<file path="src/rtl/cnn_train_sequencer.sv">
// cnn_train_sequencer: seeds conv kernels and FCL weight rows from per-lane LFSRs,
// then sequences load -> settle -> softmax -> optional commit for one sample per handshake.
module cnn_train_sequencer #(
   parameter int unsigned  WIDTH          = 32,
   parameter int unsigned  CHANNELS       = 10,
   parameter int unsigned  KERNEL_DIM     = 3,
   parameter int unsigned  FCL_INPUT_DIM  = 1690,
   parameter int unsigned  FCL_OUTPUT_DIM = 10,
   parameter int unsigned  INIT_SHIFT     = 4,
   parameter int unsigned  SETTLE_CYCLES  = 2,
   parameter int unsigned  TIMEOUT        = 1024,
   parameter logic [31:0]  LFSR_SEED      = 32'hACE1_2468,
   localparam int unsigned K2             = KERNEL_DIM * KERNEL_DIM,
   localparam int unsigned CH_W           = (CHANNELS > 1) ? $clog2(CHANNELS) : 1,
   localparam int unsigned ROW_W          = $clog2(FCL_INPUT_DIM + 1) + 1
) (
   input  logic                              clk,
   input  logic                              reset,
   input  logic                              sample_valid,
   output logic                              sample_ready,
   input  logic                              train_mode,
   input  logic                              reinit,
   output logic                              sample_load,
   output logic                              softmax_start,
   input  logic                              softmax_done,
   output logic                              commit,
   output logic                              kern_we,
   output logic [CH_W-1:0]                   kern_ch,
   output logic [K2*WIDTH-1:0]               kern_data,
   output logic                              fcl_we,
   output logic [ROW_W-1:0]                  fcl_row,
   output logic [FCL_OUTPUT_DIM*WIDTH-1:0]   fcl_data,
   output logic                              init_done,
   output logic [31:0]                       sample_count,
   output logic                              timeout_err
);

   localparam int unsigned LANES   = (K2 > FCL_OUTPUT_DIM) ? K2 : FCL_OUTPUT_DIM;
   localparam int unsigned IDX_W   = (ROW_W > CH_W) ? ROW_W : CH_W;
   localparam int unsigned CNT_MAX = (TIMEOUT > SETTLE_CYCLES) ? TIMEOUT : SETTLE_CYCLES;
   localparam int unsigned CNT_W   = $clog2(CNT_MAX + 1);
   localparam logic [31:0] POLY    = 32'h8020_0003;
   localparam logic [31:0] GOLDEN  = 32'h9E37_79B9;

   typedef enum logic [2:0] {
      S_INIT_KERN,
      S_INIT_FCL,
      S_IDLE,
      S_LOAD,
      S_SETTLE,
      S_START,
      S_WAIT,
      S_COMMIT
   } state_t;

   // Per-lane seed; a zero seed would lock the LFSR, so it is forced to 1.
   function automatic logic [31:0] lane_seed(input int unsigned i);
      logic [31:0] s;
      s = LFSR_SEED ^ (32'(i) * GOLDEN);
      return (s == 32'd0) ? 32'd1 : s;
   endfunction

   // One Galois step, shifting right with feedback from bit 0.
   function automatic logic [31:0] lane_step(input logic [31:0] s);
      return s[0] ? ((s >> 1) ^ POLY) : (s >> 1);
   endfunction

   // Low WIDTH bits of a lane, sign-preserving scaled down by INIT_SHIFT.
   function automatic logic [WIDTH-1:0] init_word(input logic [31:0] s);
      logic signed [WIDTH-1:0] w;
      w = signed'(s[WIDTH-1:0]);
      return WIDTH'(w >>> INIT_SHIFT);
   endfunction

   state_t                          state_q, state_d;
   logic [IDX_W-1:0]                idx_q, idx_d;
   logic [CNT_W-1:0]                cnt_q, cnt_d;
   logic [31:0]                     lane_q [LANES];
   logic                            train_q;
   logic                            sample_ready_q, init_done_q, sample_load_q;
   logic                            softmax_start_q, commit_q, timeout_err_q;
   logic                            kern_we_q, fcl_we_q;
   logic [CH_W-1:0]                 kern_ch_q;
   logic [ROW_W-1:0]                fcl_row_q;
   logic [K2*WIDTH-1:0]             kern_data_q, kern_word_c;
   logic [FCL_OUTPUT_DIM*WIDTH-1:0] fcl_data_q, fcl_word_c;
   logic [31:0]                     sample_count_q;
   logic                            init_step_c, accept_c, done_hit_c, tmo_hit_c;

   // Event decode and shaped init words from the current (pre-step) lanes.
   always_comb begin
      kern_word_c = '0;
      fcl_word_c  = '0;
      for (int unsigned k = 0; k < K2; k++)
         kern_word_c[k*WIDTH +: WIDTH] = init_word(lane_q[k]);
      for (int unsigned j = 0; j < FCL_OUTPUT_DIM; j++)
         fcl_word_c[j*WIDTH +: WIDTH] = init_word(lane_q[j]);
      init_step_c = (state_q == S_INIT_KERN) || (state_q == S_INIT_FCL);
      accept_c    = (state_q == S_IDLE) && !reinit && sample_valid && sample_ready_q;
      done_hit_c  = (state_q == S_WAIT) && softmax_done;
      tmo_hit_c   = (state_q == S_WAIT) && !softmax_done && (cnt_q == CNT_W'(TIMEOUT - 1));
   end

   // Next-state logic; done has priority over the watchdog on the last WAIT cycle.
   always_comb begin
      state_d = state_q;
      idx_d   = idx_q;
      cnt_d   = cnt_q;
      unique case (state_q)
         S_INIT_KERN: begin
            if (idx_q == IDX_W'(CHANNELS - 1)) begin
               state_d = S_INIT_FCL;
               idx_d   = '0;
            end else begin
               idx_d = idx_q + IDX_W'(1);
            end
         end
         S_INIT_FCL: begin
            if (idx_q == IDX_W'(FCL_INPUT_DIM)) begin
               state_d = S_IDLE;
               idx_d   = '0;
            end else begin
               idx_d = idx_q + IDX_W'(1);
            end
         end
         S_IDLE: begin
            if (reinit)        state_d = S_INIT_KERN;
            else if (accept_c) state_d = S_LOAD;
         end
         S_LOAD: begin
            state_d = S_SETTLE;
            cnt_d   = '0;
         end
         S_SETTLE: begin
            if (cnt_q == CNT_W'(SETTLE_CYCLES - 1)) state_d = S_START;
            else                                    cnt_d   = cnt_q + CNT_W'(1);
         end
         S_START: begin
            state_d = S_WAIT;
            cnt_d   = '0;
         end
         S_WAIT: begin
            if (done_hit_c)     state_d = train_q ? S_COMMIT : S_IDLE;
            else if (tmo_hit_c) state_d = S_IDLE;
            else                cnt_d   = cnt_q + CNT_W'(1);
         end
         S_COMMIT: state_d = S_IDLE;
         default:  state_d = S_INIT_KERN;
      endcase
   end

   // State, LFSR lanes and all registered outputs.
   always_ff @(posedge clk) begin
      if (reset) begin
         state_q         <= S_INIT_KERN;
         idx_q           <= '0;
         cnt_q           <= '0;
         train_q         <= 1'b0;
         for (int unsigned i = 0; i < LANES; i++) lane_q[i] <= lane_seed(i);
         sample_ready_q  <= 1'b0;
         init_done_q     <= 1'b0;
         sample_load_q   <= 1'b0;
         softmax_start_q <= 1'b0;
         commit_q        <= 1'b0;
         timeout_err_q   <= 1'b0;
         kern_we_q       <= 1'b0;
         kern_ch_q       <= '0;
         kern_data_q     <= '0;
         fcl_we_q        <= 1'b0;
         fcl_row_q       <= '0;
         fcl_data_q      <= '0;
         sample_count_q  <= '0;
      end else begin
         state_q <= state_d;
         idx_q   <= idx_d;
         cnt_q   <= cnt_d;
         if (init_step_c)
            for (int unsigned i = 0; i < LANES; i++) lane_q[i] <= lane_step(lane_q[i]);
         if (accept_c) train_q <= train_mode;
         sample_ready_q  <= (state_q == S_IDLE) && (state_d == S_IDLE);
         init_done_q     <= !init_step_c && (state_d != S_INIT_KERN);
         sample_load_q   <= (state_d == S_LOAD);
         softmax_start_q <= (state_d == S_START);
         commit_q        <= (state_d == S_COMMIT);
         kern_we_q       <= (state_q == S_INIT_KERN);
         fcl_we_q        <= (state_q == S_INIT_FCL);
         if (state_q == S_INIT_KERN) begin
            kern_ch_q   <= CH_W'(idx_q);
            kern_data_q <= kern_word_c;
         end
         if (state_q == S_INIT_FCL) begin
            fcl_row_q  <= ROW_W'(idx_q);
            fcl_data_q <= fcl_word_c;
         end
         if (done_hit_c) sample_count_q <= sample_count_q + 32'd1;
         if (tmo_hit_c)  timeout_err_q  <= 1'b1;
      end
   end

   assign sample_ready  = sample_ready_q;
   assign init_done     = init_done_q;
   assign sample_load   = sample_load_q;
   assign softmax_start = softmax_start_q;
   assign commit        = commit_q;
   assign timeout_err   = timeout_err_q;
   assign kern_we       = kern_we_q;
   assign kern_ch       = kern_ch_q;
   assign kern_data     = kern_data_q;
   assign fcl_we        = fcl_we_q;
   assign fcl_row       = fcl_row_q;
   assign fcl_data      = fcl_data_q;
   assign sample_count  = sample_count_q;

endmodule

</file>
<file path="config.mk">
export PLATFORM = sky130hd
export DESIGN_NAME = cnn_train_sequencer
export DESIGN_NICKNAME = d
export VERILOG_FILES = /design/src/rtl/cnn_train_sequencer.sv
export SDC_FILE = /design/constraint.sdc
export NUM_CORES = 2
export LEC_CHECK = 0
export ABC_AREA = 1
export CORE_AREA = 4 4 256 258
export CTS_BUF_LIST = sky130_fd_sc_hd__clkbuf_8
export CTS_CLUSTER_DIAMETER = 200
export DETAILED_ROUTE_END_ITERATION = 8
export DIE_AREA = 0 0 260 262
export DONT_BUFFER_PORTS = 1
export MAX_ROUTING_LAYER = met4
export PLACE_DENSITY = 0.79
export SKIP_CTS_REPAIR_TIMING = 1
export SLEW_MARGIN = 10
export SYNTH_ARGS = -nofsm -noshare
export SYNTH_HDL_FRONTEND = slang
export SYNTH_SLANG_ARGS = --single-unit
</file>
<file path="constraint.sdc">
create_clock -name clk -period 10.7 [get_ports clk]
set_input_delay 0.535 -clock clk [delete_from_list [all_inputs] [get_ports clk]]
set_output_delay 0.535 -clock clk [all_outputs]
set_load 0.02 [all_outputs]
</file>
==> results.sh <==
export IMPL_status="completed"
export IMPL_overflow=0
export IMPL_drv_slew=0
export IMPL_finalSetupViolCount=0
export IMPL_crit_path_top_delay_cell="buf_4"
export IMPL_worstPathMaxFanout=96
export IMPL_gp_congestion=0.872
export IMPL_critPathKind="flop to flop"
export IMPL_timing_final_crit_share_pct=31.4
export IMPL_p_switching_w=0.00180
export IMPL_crit_family="buffers and inverters"
export IMPL_synth_top_cell_by_area="dfxtp_1"
export IMPL_routed_wirelength_mm=86.7
export IMPL_grt_pass1_vias=22200
export IMPL_rsz0062_at_grt="false"
export IMPL_cts_tree="built"
export IMPL_post_dp_hpwl_mm=54.8
export IMPL_synth_compound_area_share_pct=15.3
export IMPL_clock_latency_ns=0.79
export IMPL_vias=23900
export IMPL_ys_top_cells_by_area="dfxtp_1 36%, edfxtp_1 28%, o21ai_0 7.3%"
export IMPL_initial_utilization_pct=54.3
export IMPL_core_area_um2=63000
export IMPL_p_comb_share_pct=3.7
export IMPL_crit_top_cell="buf_4"
export IMPL_cts_inserted_buffers=146
export IMPL_power_density_nw_per_um2=200
export IMPL_muxShareOfSynthArea_pct=0
export IMPL_detail_route_antenna_nets=0
export IMPL_dieHeight_um=262
export IMPL_syn_cell_area_um2=34200
export IMPL_synth_main_ff_cell="dfxtp_1"
export IMPL_drive_above_1_share_pct=8.80
export IMPL_synth_edf_count=320
export IMPL_arrival_ns=4.05
export IMPL_worstPathRequired_ns=11.38
export IMPL_irDropWorstVdd_uv=128
export IMPL_finClkSkew_ns=0.0516
export IMPL_fin_setup_tns_ns=0
export IMPL_n_fill_cell=5170
export IMPL_switching_share_pct=24.5
export IMPL_cts_root_buf="clkbuf_8"
export IMPL_ys_warn_count=0
export IMPL_layout_commonest_cell="dfxtp_1"
export IMPL_cts_sinks=935
export IMPL_leakagePower_nw=15.2
export IMPL_rows=92
export IMPL_cts_max_path_buffers=3
export IMPL_mostFrequentLayoutCells="615 x dfxtp_1, 496 x o21ai_0, 482 x nor2_1"
export IMPL_synth_top_area_share_pct=36.0
export IMPL_p_int_w=0.00555
export IMPL_syn_inst=3531
export IMPL_fin_util_pct=58.5
export IMPL_slowest_delay_ns=0.80
export IMPL_drtIter0Drc=2334
export IMPL_clock_power_share_pct=41.4
export IMPL_cts_htree_levels=4
export IMPL_tightest_slew_ns=1.15
export IMPL_drc=0
export IMPL_track_usage_pct=25.0
export IMPL_cp_end_kind="flop"
export IMPL_clk_pin_slew_ns=0.06
export IMPL_insertedDiodeCount=0
export IMPL_yosys_register_bits=935
export IMPL_syn_avg_cell_area_um2=9.68
export IMPL_io_pins=670
export IMPL_seqCellArea_um2=21900
export IMPL_die_area_um2=68100
export IMPL_ys_async_sr_fraction_pct=0
export IMPL_synth_fa_ha_area_share_pct=0.220
export IMPL_drtPass1Iterations=6
export IMPL_critPathBufInv=2
export IMPL_syn2layout_area_growth_pct=7.79
export IMPL_port_buffers=0
export IMPL_grt_pass1_wl_mm=131
export IMPL_slew_headroom_pct=23.5
export IMPL_max_freq_ghz=0.297
export IMPL_grt_start_max_net_pins=275
export IMPL_critPathLaunchType="flop"
export IMPL_viasPerCell=5.47
export IMPL_layout_min_cycle_time_ns=3.36
export IMPL_cap_violations=0
export IMPL_finalNetCount=3413
export IMPL_die_w_um=260
export IMPL_ys_seq_area_share_pct=64.1
export IMPL_antenna_found_initial=0
export IMPL_synth_top_family_by_area="compound AO/OA/AOI/OAI gates"
export IMPL_p_seq_share_pct=54.9
export IMPL_synth_nets=3543
export IMPL_hold_viol=0
export IMPL_synth_xor_area_share_pct=1.08
export IMPL_hp_class="input port to flop"
export IMPL_routedWlPerCell_um=19.8
export IMPL_synthDistinctLibCells=35
export IMPL_multiInputGateArea_um2=9470
export IMPL_synthSimpleGateAreaFrac_pct=11.1
export IMPL_path_cells="nor3_4 > buf_4 > buf_4 > o21ai_0 > a21oi_1"
[worst register-to-register path: stages, from the launching register on]
cell,delay [ns]
dfxtp_1,0.47
nor3_4,0.69
buf_4,0.81
buf_4,0.84
o21ai_0,0.29
a21oi_1,0.19
[per-stage QoR]
stage	power (W)	std cells	hold WS, ns	worst slack (ns)	area (um2)
3_3_place_gp	0.00437	4095	0.442	7.36	33800
4_1_cts	0.00741	4366	-0.257	7.39	36800
2_1_floorplan	0.00428	3531	0.430	2.92	34200
5_1_grt	0.00764	4370	0.0101	7.10	36900
6_report	0.00735	4370	0.0684	7.34	36900
3_5_place_dp	0.00438	4095	0.451	7.32	33800
[layer usage]
layer  wire length (um)  global-route usage [%]  up-vias
li1                   -                       -    11400
met1              35100                    32.0    11300
met2              40600                    37.7     1074
met3               8610                    8.27      146
met4               2330                    8.44        0
met5                  0                       -        -
[synth_stat cells (2+ instances only)]
master	instances
a21oi_1	473
and3_1	2
buf_2	105
buf_4	85
buf_6	13
clkbuf_1	98
dfxtp_1	615
edfxtp_1	320
ha_1	6
inv_1	293
inv_2	7
nand2_1	277
nand2_2	3
nand3_1	33
nand3_2	2
nand3b_1	5
nand4_1	12
nor2_1	482
nor2_2	4
nor2_4	5
nor3_1	10
nor3b_2	4
o21ai_0	496
o21ai_1	70
or2_2	61
xnor2_1	33
xor2_1	9
[sequential cells by signal (all words and copies together) (netlist names)]
name,count
train_q,1
sample_load,1
kern_ch,4
softmax_start,1
fcl_data,280
fcl_row,12
sample_ready,1
init_done,1
lane_q,320
kern_data,252
commit,1
sample_count,32
idx_q,12
state_q,3
fcl_we,1
timeout_err,1
kern_we,1
cnt_q,11
[worst paths after layout]
kind,slack (ns),cells past startpoint,end,start
min reg2reg,0.46,2,train_q$_SDFFE_PP0P_,train_q$_SDFFE_PP0P_
max,7.34,5,kern_data[116]$_SDFFE_PP0P_,state_q[2]$_SDFF_PP0_
min,0.07,3,sample_load$_SDFF_PP0_,reinit
max reg2reg,7.34,5,kern_data[116]$_SDFFE_PP0P_,state_q[2]$_SDFF_PP0_
[cell families after synthesis]
family / Yosys count
DFF: 935
buffers and inverters: 602
adders and majority gates: 6
xor gates and xnor gates: 42
and+or+nand+nor: 904
AOI/OAI and AO/OA: 1042
[area by class of cell]
cell class | count | area share [%]
Multi-Input combinational cell | 1994 | 25.7
Inverter | 301 | 3.11
Tap cell | 846 | 2.87
Clock inverter | 103 | 1.91
Clock buffer | 168 | 6.27
Sequential cell | 935 | 59.5
Timing Repair Buffer | 23 | 0.659
[power by group through the flow]
stage	registers (W)	clock network, W	logic, W
6_report	0.00404	0.00305	0.000273
5_1_grt	0.00405	0.00328	0.000310
4_1_cts	0.00404	0.00310	0.000270
3_5_place_dp	0.00411	0	0.000269
3_3_place_gp	0.00411	0	0.000258
2_1_floorplan	0.00405	0	0.000235
(Power assumes the default switching activity.)
